## src/rtl/if_fetch_unit.sv

```systemverilog
// if_fetch_unit: IF stage with a 2-entry fetch buffer and redirect handling.
// Define FETCH_PERF_EN to add bubble/redirect performance counters.
module if_fetch_unit #(
    parameter logic [31:0] RESET_PC  = 32'h0000_3000,
    parameter int          BUF_DEPTH = 2
) (
    input  logic        clk,
    input  logic        reset,
    input  logic        stall,
    input  logic        redirect,
    input  logic [31:0] redirect_pc,
    output logic        imem_req,
    output logic [31:0] imem_addr,
    input  logic        imem_gnt,
    input  logic        imem_rvalid,
    input  logic [31:0] imem_rdata,
    output logic [31:0] instruction,
    output logic [31:0] pc,
    output logic        if_id_write,
    output logic        if_id_flush
`ifdef FETCH_PERF_EN
    ,
    output logic [31:0] bubble_cnt,
    output logic [31:0] redirect_cnt
`endif
);

    localparam logic [1:0] FULL = BUF_DEPTH[1:0];

    logic [31:0] fetch_pc;
    logic [31:0] fifo_pc    [2];
    logic [31:0] fifo_instr [2];
    logic [1:0]  count;
    logic        rd_ptr;
    logic        wr_ptr;
    logic        outstanding;
    logic        discard;

    logic        grant;
    logic        rsp;
    logic        push;
    logic        pop;

    assign imem_req  = reset && !outstanding && (count < FULL) && !redirect;
    assign imem_addr = fetch_pc;
    assign grant     = imem_req && imem_gnt;
    // Responses only count while a request is in flight; strays are ignored.
    assign rsp       = imem_rvalid && outstanding;
    assign push      = rsp && !discard && !redirect;

    always_comb begin
        instruction = '0;
        pc          = '0;
        if_id_write = 1'b0;
        if_id_flush = 1'b0;
        pop         = 1'b0;
        if (!reset) begin
            pop = 1'b0;
        end else if (redirect) begin
            if_id_flush = 1'b1;
        end else if (stall) begin
            if (count != 2'd0) begin
                instruction = fifo_instr[rd_ptr];
                pc          = fifo_pc[rd_ptr];
            end
        end else if (count != 2'd0) begin
            instruction = fifo_instr[rd_ptr];
            pc          = fifo_pc[rd_ptr];
            if_id_write = 1'b1;
            pop         = 1'b1;
        end else begin
            if_id_flush = 1'b1;
            pc          = fetch_pc;
        end
    end

    always_ff @(posedge clk or negedge reset) begin
        if (!reset) begin
            fetch_pc    <= RESET_PC;
            count       <= '0;
            rd_ptr      <= 1'b0;
            wr_ptr      <= 1'b0;
            outstanding <= 1'b0;
            discard     <= 1'b0;
            for (int i = 0; i < 2; i++) begin
                fifo_pc[i]    <= '0;
                fifo_instr[i] <= '0;
            end
        end else begin
            if (grant) begin
                outstanding <= 1'b1;
                fetch_pc    <= fetch_pc + 32'd4;
            end
            if (rsp) begin
                outstanding <= 1'b0;
                discard     <= 1'b0;
            end
            if (redirect) begin
                count    <= '0;
                rd_ptr   <= 1'b0;
                wr_ptr   <= 1'b0;
                fetch_pc <= redirect_pc;
                // The in-flight word belongs to the old path.
                if (outstanding && !rsp)
                    discard <= 1'b1;
            end else begin
                if (push) begin
                    fifo_pc[wr_ptr]    <= fetch_pc - 32'd4;
                    fifo_instr[wr_ptr] <= imem_rdata;
                    wr_ptr             <= ~wr_ptr;
                end
                if (pop)
                    rd_ptr <= ~rd_ptr;
                count <= count + {1'b0, push} - {1'b0, pop};
            end
        end
    end

`ifdef FETCH_PERF_EN
    logic bubble;

    assign bubble = reset && !redirect && !stall && (count == 2'd0);

    always_ff @(posedge clk or negedge reset) begin
        if (!reset) begin
            bubble_cnt   <= '0;
            redirect_cnt <= '0;
        end else begin
            if (bubble && bubble_cnt != 32'hFFFF_FFFF)
                bubble_cnt <= bubble_cnt + 32'd1;
            if (redirect && redirect_cnt != 32'hFFFF_FFFF)
                redirect_cnt <= redirect_cnt + 32'd1;
        end
    end
`endif

endmodule

```

## config.mk

```make
export PLATFORM = sky130hd
export DESIGN_NAME = if_fetch_unit
export DESIGN_NICKNAME = d
export VERILOG_FILES = /design/src/rtl/if_fetch_unit.sv
export SDC_FILE = /design/constraint.sdc
export NUM_CORES = 1
export LEC_CHECK = 0
export ABC_AREA = 1
export CAP_MARGIN = 20
export CORE_ASPECT_RATIO = 0.6
export CORE_MARGIN = 2
export CORE_UTILIZATION = 39
export DETAILED_ROUTE_END_ITERATION = 16
export GPL_TIMING_DRIVEN = 1
export HOLD_SLACK_MARGIN = 0.03
export PLACE_DENSITY = 0.71
export REMOVE_ABC_BUFFERS = 1
export SYNTH_ARGS = -nofsm -noshare
export SYNTH_HDL_FRONTEND = slang
export SYNTH_SLANG_ARGS = --single-unit
```

## constraint.sdc

```tcl
create_clock -name clk -period 1.9 [get_ports clk]
set_input_delay 0.285 -clock clk [delete_from_list [all_inputs] [get_ports clk]]
set_output_delay 0.285 -clock clk [all_outputs]
set_load 0.005 [all_outputs]
```

# [Word level (Yosys, flattened, before mapping)]
# Index checks and enable logic that the tools add are counted.
[classes] n_bitwise=5 addsub=4 magnitude_cmp=4 reduce_logical=19 mux=38
[op_table] cell="$mux 32" count=17
[op_table] cell="$bwmux 64" count=2
[op_table] cell="$add 32x3->32 const B" count=1
[op_table] cell="$demux 32 s1" count=1
[op_table] cell="$sub 32x3->32 const B" count=1
[op_table] cell="$mux 1" count=17
[op_table] cell="$reduce_bool 2->1" count=5
[op_table] cell="$logic_and 1x1->1" count=9
[op_table] cell="$ge 2x2->1 const B" count=2
[op_table] cell="$logic_not 1->1" count=4
[op_table] cell="$not 1->2" count=2
[op_table] cell="$not 1->1" count=3
[op_table] cell="$add 2x1->2" count=1
[op_table] cell="$lt 2x1->1 const B" count=1
[op_table] cell="$lt 2x2->1 const B" count=1
[op_table] cell="$mux 2" count=1
[op_table] cell="$reduce_and 2->1" count=1
[op_table] cell="$sub 2x1->2" count=1
[word_totals] out_inout_bits=99 ff_bits=166 wordCells=80

# [Depth between registers and ports, before layout]
[logic_depth] word_depth=8 depth_mapped=12 depth_no_buf=11

# [Worst setup path before layout]
# Ideal clock, no wire load.
[synth_timing] kind="in2reg" from="in redirect" to="reg count[1]" arrival_ns=1.718 required_time_ns=1.769 n_path_buf=2 cell_stages=12 setup_ns=0.131 slack_ns=0.052 path_cell_list="buf_2 > nor2_4 > inv_2 > nor2_2 > inv_2 > buf_2 > nor2_2 > ha_1 > inv_1 > ha_1 > xor2_1 > nor2_1"
[synth_lines] element="start, declared" line_no="10" text="input logic redirect,"
[synth_lines] element="$mux 1 (2 in a row)"
[synth_lines] element="named net if_id_write" line_no="19" text="output logic if_id_write,"
[synth_lines] element="$sub 2x1->2" line_no="114" text="count <= count + {1'b0, push} - {1'b0, pop};"
[synth_lines] element="$mux 2" line_no="98" text="if (redirect) begin"
[synth_lines] element="end signal, assigned" line_no="114"
[synth_lines] element="end, declared" line_no="33" text="logic [1:0] count;"
# The timed path passes the listed nets, and every way through them passes these cells.
# A chain may end at the register's enable or synchronous reset.

# [Worst setup path after layout]
[layout_timing] from="reg count[1]" to="out pc[7]"
[layout_between] elab_chain_cells=5
[layout_rtl] element="$reduce_bool 2->1 *" line_no="62, 66"
[layout_rtl] element="$mux 32, on equally long branches" line_no="66, 62"
[layout_rtl] element="$mux 32 *" line_no="61" text="end else if (stall) begin"
[layout_rtl] element="$mux 32 *" line_no="59" text="end else if (redirect) begin"
[layout_rtl] element="$mux 32 *" line_no="57" text="if (!reset) begin"
[layout_rtl] element="end, declared" line_no="18" text="output logic [31:0] pc,"
# Mark *: on every way between the ends. The rest lies on a longest branch, timed or not.

==> metrics.txt <==
classification of the worst-slack hold path in -> reg; r2r startpoint count[1]; critical path's slowest cell dfrtp_1; Synth Register Bits 166; HPWL Detailed roughly 24,000 microns; post-detailed-route count of antenna-violating nets 0; floorplan die width ~200 microns; launching element type of the critical path flop; core area 24,100 sq um; Worst R2R Path Depth 13; remaining design rule violation count 0; number of global-route vias before repair ~9,500; violated checks setup timing; portion of the post-synthesis area used by sequential elements 43.6%; post-route minimum period 2.23 ns; met3 routed WL approximately 4300 microns; average footprint of a synthesized cell between 7 and 8 sq um; Detailed Routing Iterations Pass 1 6; kind of cell adding the most delay to the critical path buffers and inverters; net total in the final layout 1,650; detail-routed net length per standard cell around 19 microns; worst hold margin slightly above 0.4 ns; worst-margin pin slew 0.935 ns; ratio of routed vias to standard cells 5.30; Clock Pin Slew Worst Setup and Hold Paths around 0.07 ns; number of H-tree branching levels 4; worst vdd rail ir drop 0.623 mV; list of cells traversed by the critical path nor2_4 -> buf_6 -> nand2_8 -> buf_12 -> o32ai_2 -> clkdlybuf4s15_2; leading area contributor after synthesis dfrtp_1; worst path buffer plus inverter count 3; stages on the worst setup path 6; number of standard-cell rows in the floorplan 44; Crit. Startpoint count[1]; total gr overflow 0; count of clock tree sinks about 170; Hold Violations, Final 0; unrepaired setup endpoints after global routing yes; worst path required time between 1.5 and 2 ns; number of pins exceeding their max-slew limit in the final report 0; maximum clock rate between 400 and 500 MHz; root buffer selected by CTS clkbuf_16; end point of the critical path pc[7]; later-pin clock latency in the skew report about 0.45 ns; Setup Viol. Count Final slightly below 70; final setup margin -0.330 ns; post-synthesis cell type count 37; routed metal-1 wirelength about 16,000 microns; initial antenna violation count 1; area growth from synthesis to final layout 46.1%; total design power approximately 12 mW; ports placed on the boundary 169; number of CTS-inserted buffers 17; global-route total usage across every layer a little over a quarter; DIE HEIGHT approximately 130 microns; number of buffers added on ports ~170; CP Capture Type output port; run status finished with violations; wire length of the first global-routing pass between 50,000 and 60,000 microns; delay of the slowest cell on the worst path 0.42 ns; tightest slew margin relative to the limit roughly 38%; main area contributors after synthesis dfrtp_1 (43%), nand2_1 (19%), nor2_1 (5.8%); RD Place Congestion 0.954; Total Wirelength between 30,000 and 40,000 microns; worst reg2reg setup slack -0.12 ns; TritonCTS clock tree yes; maximum buffer depth of the clock tree 2; wire length on met2 14,600 microns; share of final-layout standard cells stronger than drive strength 1 about a quarter; class of the most critical setup path reg -> out; highest metal layer used by the detailed router met4; setup clock skew after layout 0.0195 ns; worst setup slack before clock tree synthesis -0.625 ns; post-synthesis instance total 1,319; initial core utilization roughly two fifths; # Max-Cap Violations 0; worst r2r dst count[1]; portion of synthesized cell area occupied by the leading cell type roughly 43%; largest net degree at the start of global routing just over 70; cell area after synthesis ~9500 sq um; Max FO, Critical Path 8; Hold Path Origin imem_rdata[20]; total number of vias between 10,000 and 15,000; Iter 0 DRT Violations 993; Critical Path AT roughly 2 ns; floorplan die area between 20,000 and 30,000 sq um; power density relative to cell area between 800 and 900 nW/um^2; fin crit share 117%; LEAKAGE about 6.5 nW; YS warnings 0
==> cell families after synthesis <==
group	synth area share, %
fa+ha+maj	0.526
mux	1.05
xor+xnor	1.75
compound gates	14.2
simple gates	29.9
flops	43.6
buf+inv	8.97
==> sequential cells by signal, summed over array words and instances, names as in the netlist, named ones only <==
register	flops
fifo_instr	64
fifo_pc	64
imem_addr	32
count	2
outstanding	1
rd_ptr	1
wr_ptr	1
==> cell type report <==
cell class	count	area [sq um]
Inverter	108	415
Clock inverter	14	200
Antenna cell	1	2.50
Fill cell	2155	10100
Multi-Input combinational cell	968	5260
Tap cell	322	403
Sequential cell	166	4170
Clock buffer	18	429
Timing Repair Buffer	315	3030
==> per-layer routing <==
metal	global-route usage (%)	vias up
met4	8.93	0
met5	0	-
li1	-	4729
met2	37.8	531
met3	7.56	69
met1	40.2	4798
==> metrics by stage <==
step	util, %	setup TNS [ns]	std cells	cell area, sq um
6_report	57.8	-14.43	1912	13900
3_5_place_dp	50.3	-92.51	1827	12100
2_1_floorplan	-	-62.25	1242	9070
4_1_cts	56.0	-10.92	1900	13500
3_3_place_gp	50.3	-92.26	1827	12100
5_1_grt	57.8	-19.16	1911	13900
==> worst min-delay path by stage <==
| stage | cells past startpoint | endpoint |
|---|---|---|
| final | 3 | fifo_instr[52] |
| after detailed placement | 2 | fifo_instr[17] |
| after global placement | 2 | fifo_instr[56] |
| after CTS | 3 | fifo_instr[52] |
| after floorplan | 0 | async pin |
| after global routing | 3 | fifo_instr[41] |
==> cell usage after synthesis, drive strengths merged <==
cell / instances
or2: 1
o211ai: 7
nand4: 8
buf: 41
o31ai: 3
clkbuf: 36
o21ai: 130
inv: 108
and2: 1
mux2i: 10
a21oi: 57
o221ai: 1
xor2: 18
nand2: 480
ha: 4
nor3: 1
xnor2: 1
a22oi: 3
dfrtp: 164
nor2: 159
dfstp: 2
nand3: 55
a31oi: 1
o32ai: 24
o22ai: 4
==> layout by cell type (no fill, tap or decap), types with 4 or more instances in the layout <==
cell type	count
o21ai_0	43
nand3_2	5
xor2_1	18
o211ai_1	7
dfrtp_1	150
nand3_1	49
buf_6	33
clkinv_4	4
nand2_1	475
nor2_2	6
a21oi_2	31
dfrtp_2	14
o21ai_1	63
a21oi_4	9
mux2i_1	7
inv_2	4
clkbuf_16	20
nor2_1	138
nor2_4	13
bufinv_16	4
buf_2	62
buf_4	81
o32ai_4	12
buf_8	4
buf_12	24
clkdlybuf4s50_1	98
nand4_1	8
inv_1	99
o22ai_1	4
a21oi_1	17
o21ai_2	24
o32ai_2	9
==> worst min-delay path: cells and delay by family <==
| kind | cells | cell delay (ns) |
|---|---|---|
| AOI/OAI and AO/OA | 1 | 0.06 |
| buffers and inverters | 2 | 0.47 |
==> repair_timing <==
item | 4_1_cts | 5_1_grt
pin swaps | 17 | 23
hold endpoints to repair | 40 | 0
setup buffers | 40 | 13
resized for setup | 400 | 76
cloned | 4 | 3
setup endpoints to repair | 79 | 81
hold buffers | 2 | 0
==> power by group <==
group	leakage [nW]	switching (mW)	total, mW	internal, mW
logic	4.06	1.87	3.30	1.43
clock network	0.297	1.56	3.78	2.21
registers	2.11	0.549	4.89	4.34
Note: power is estimated with default switching activity, not from simulation.
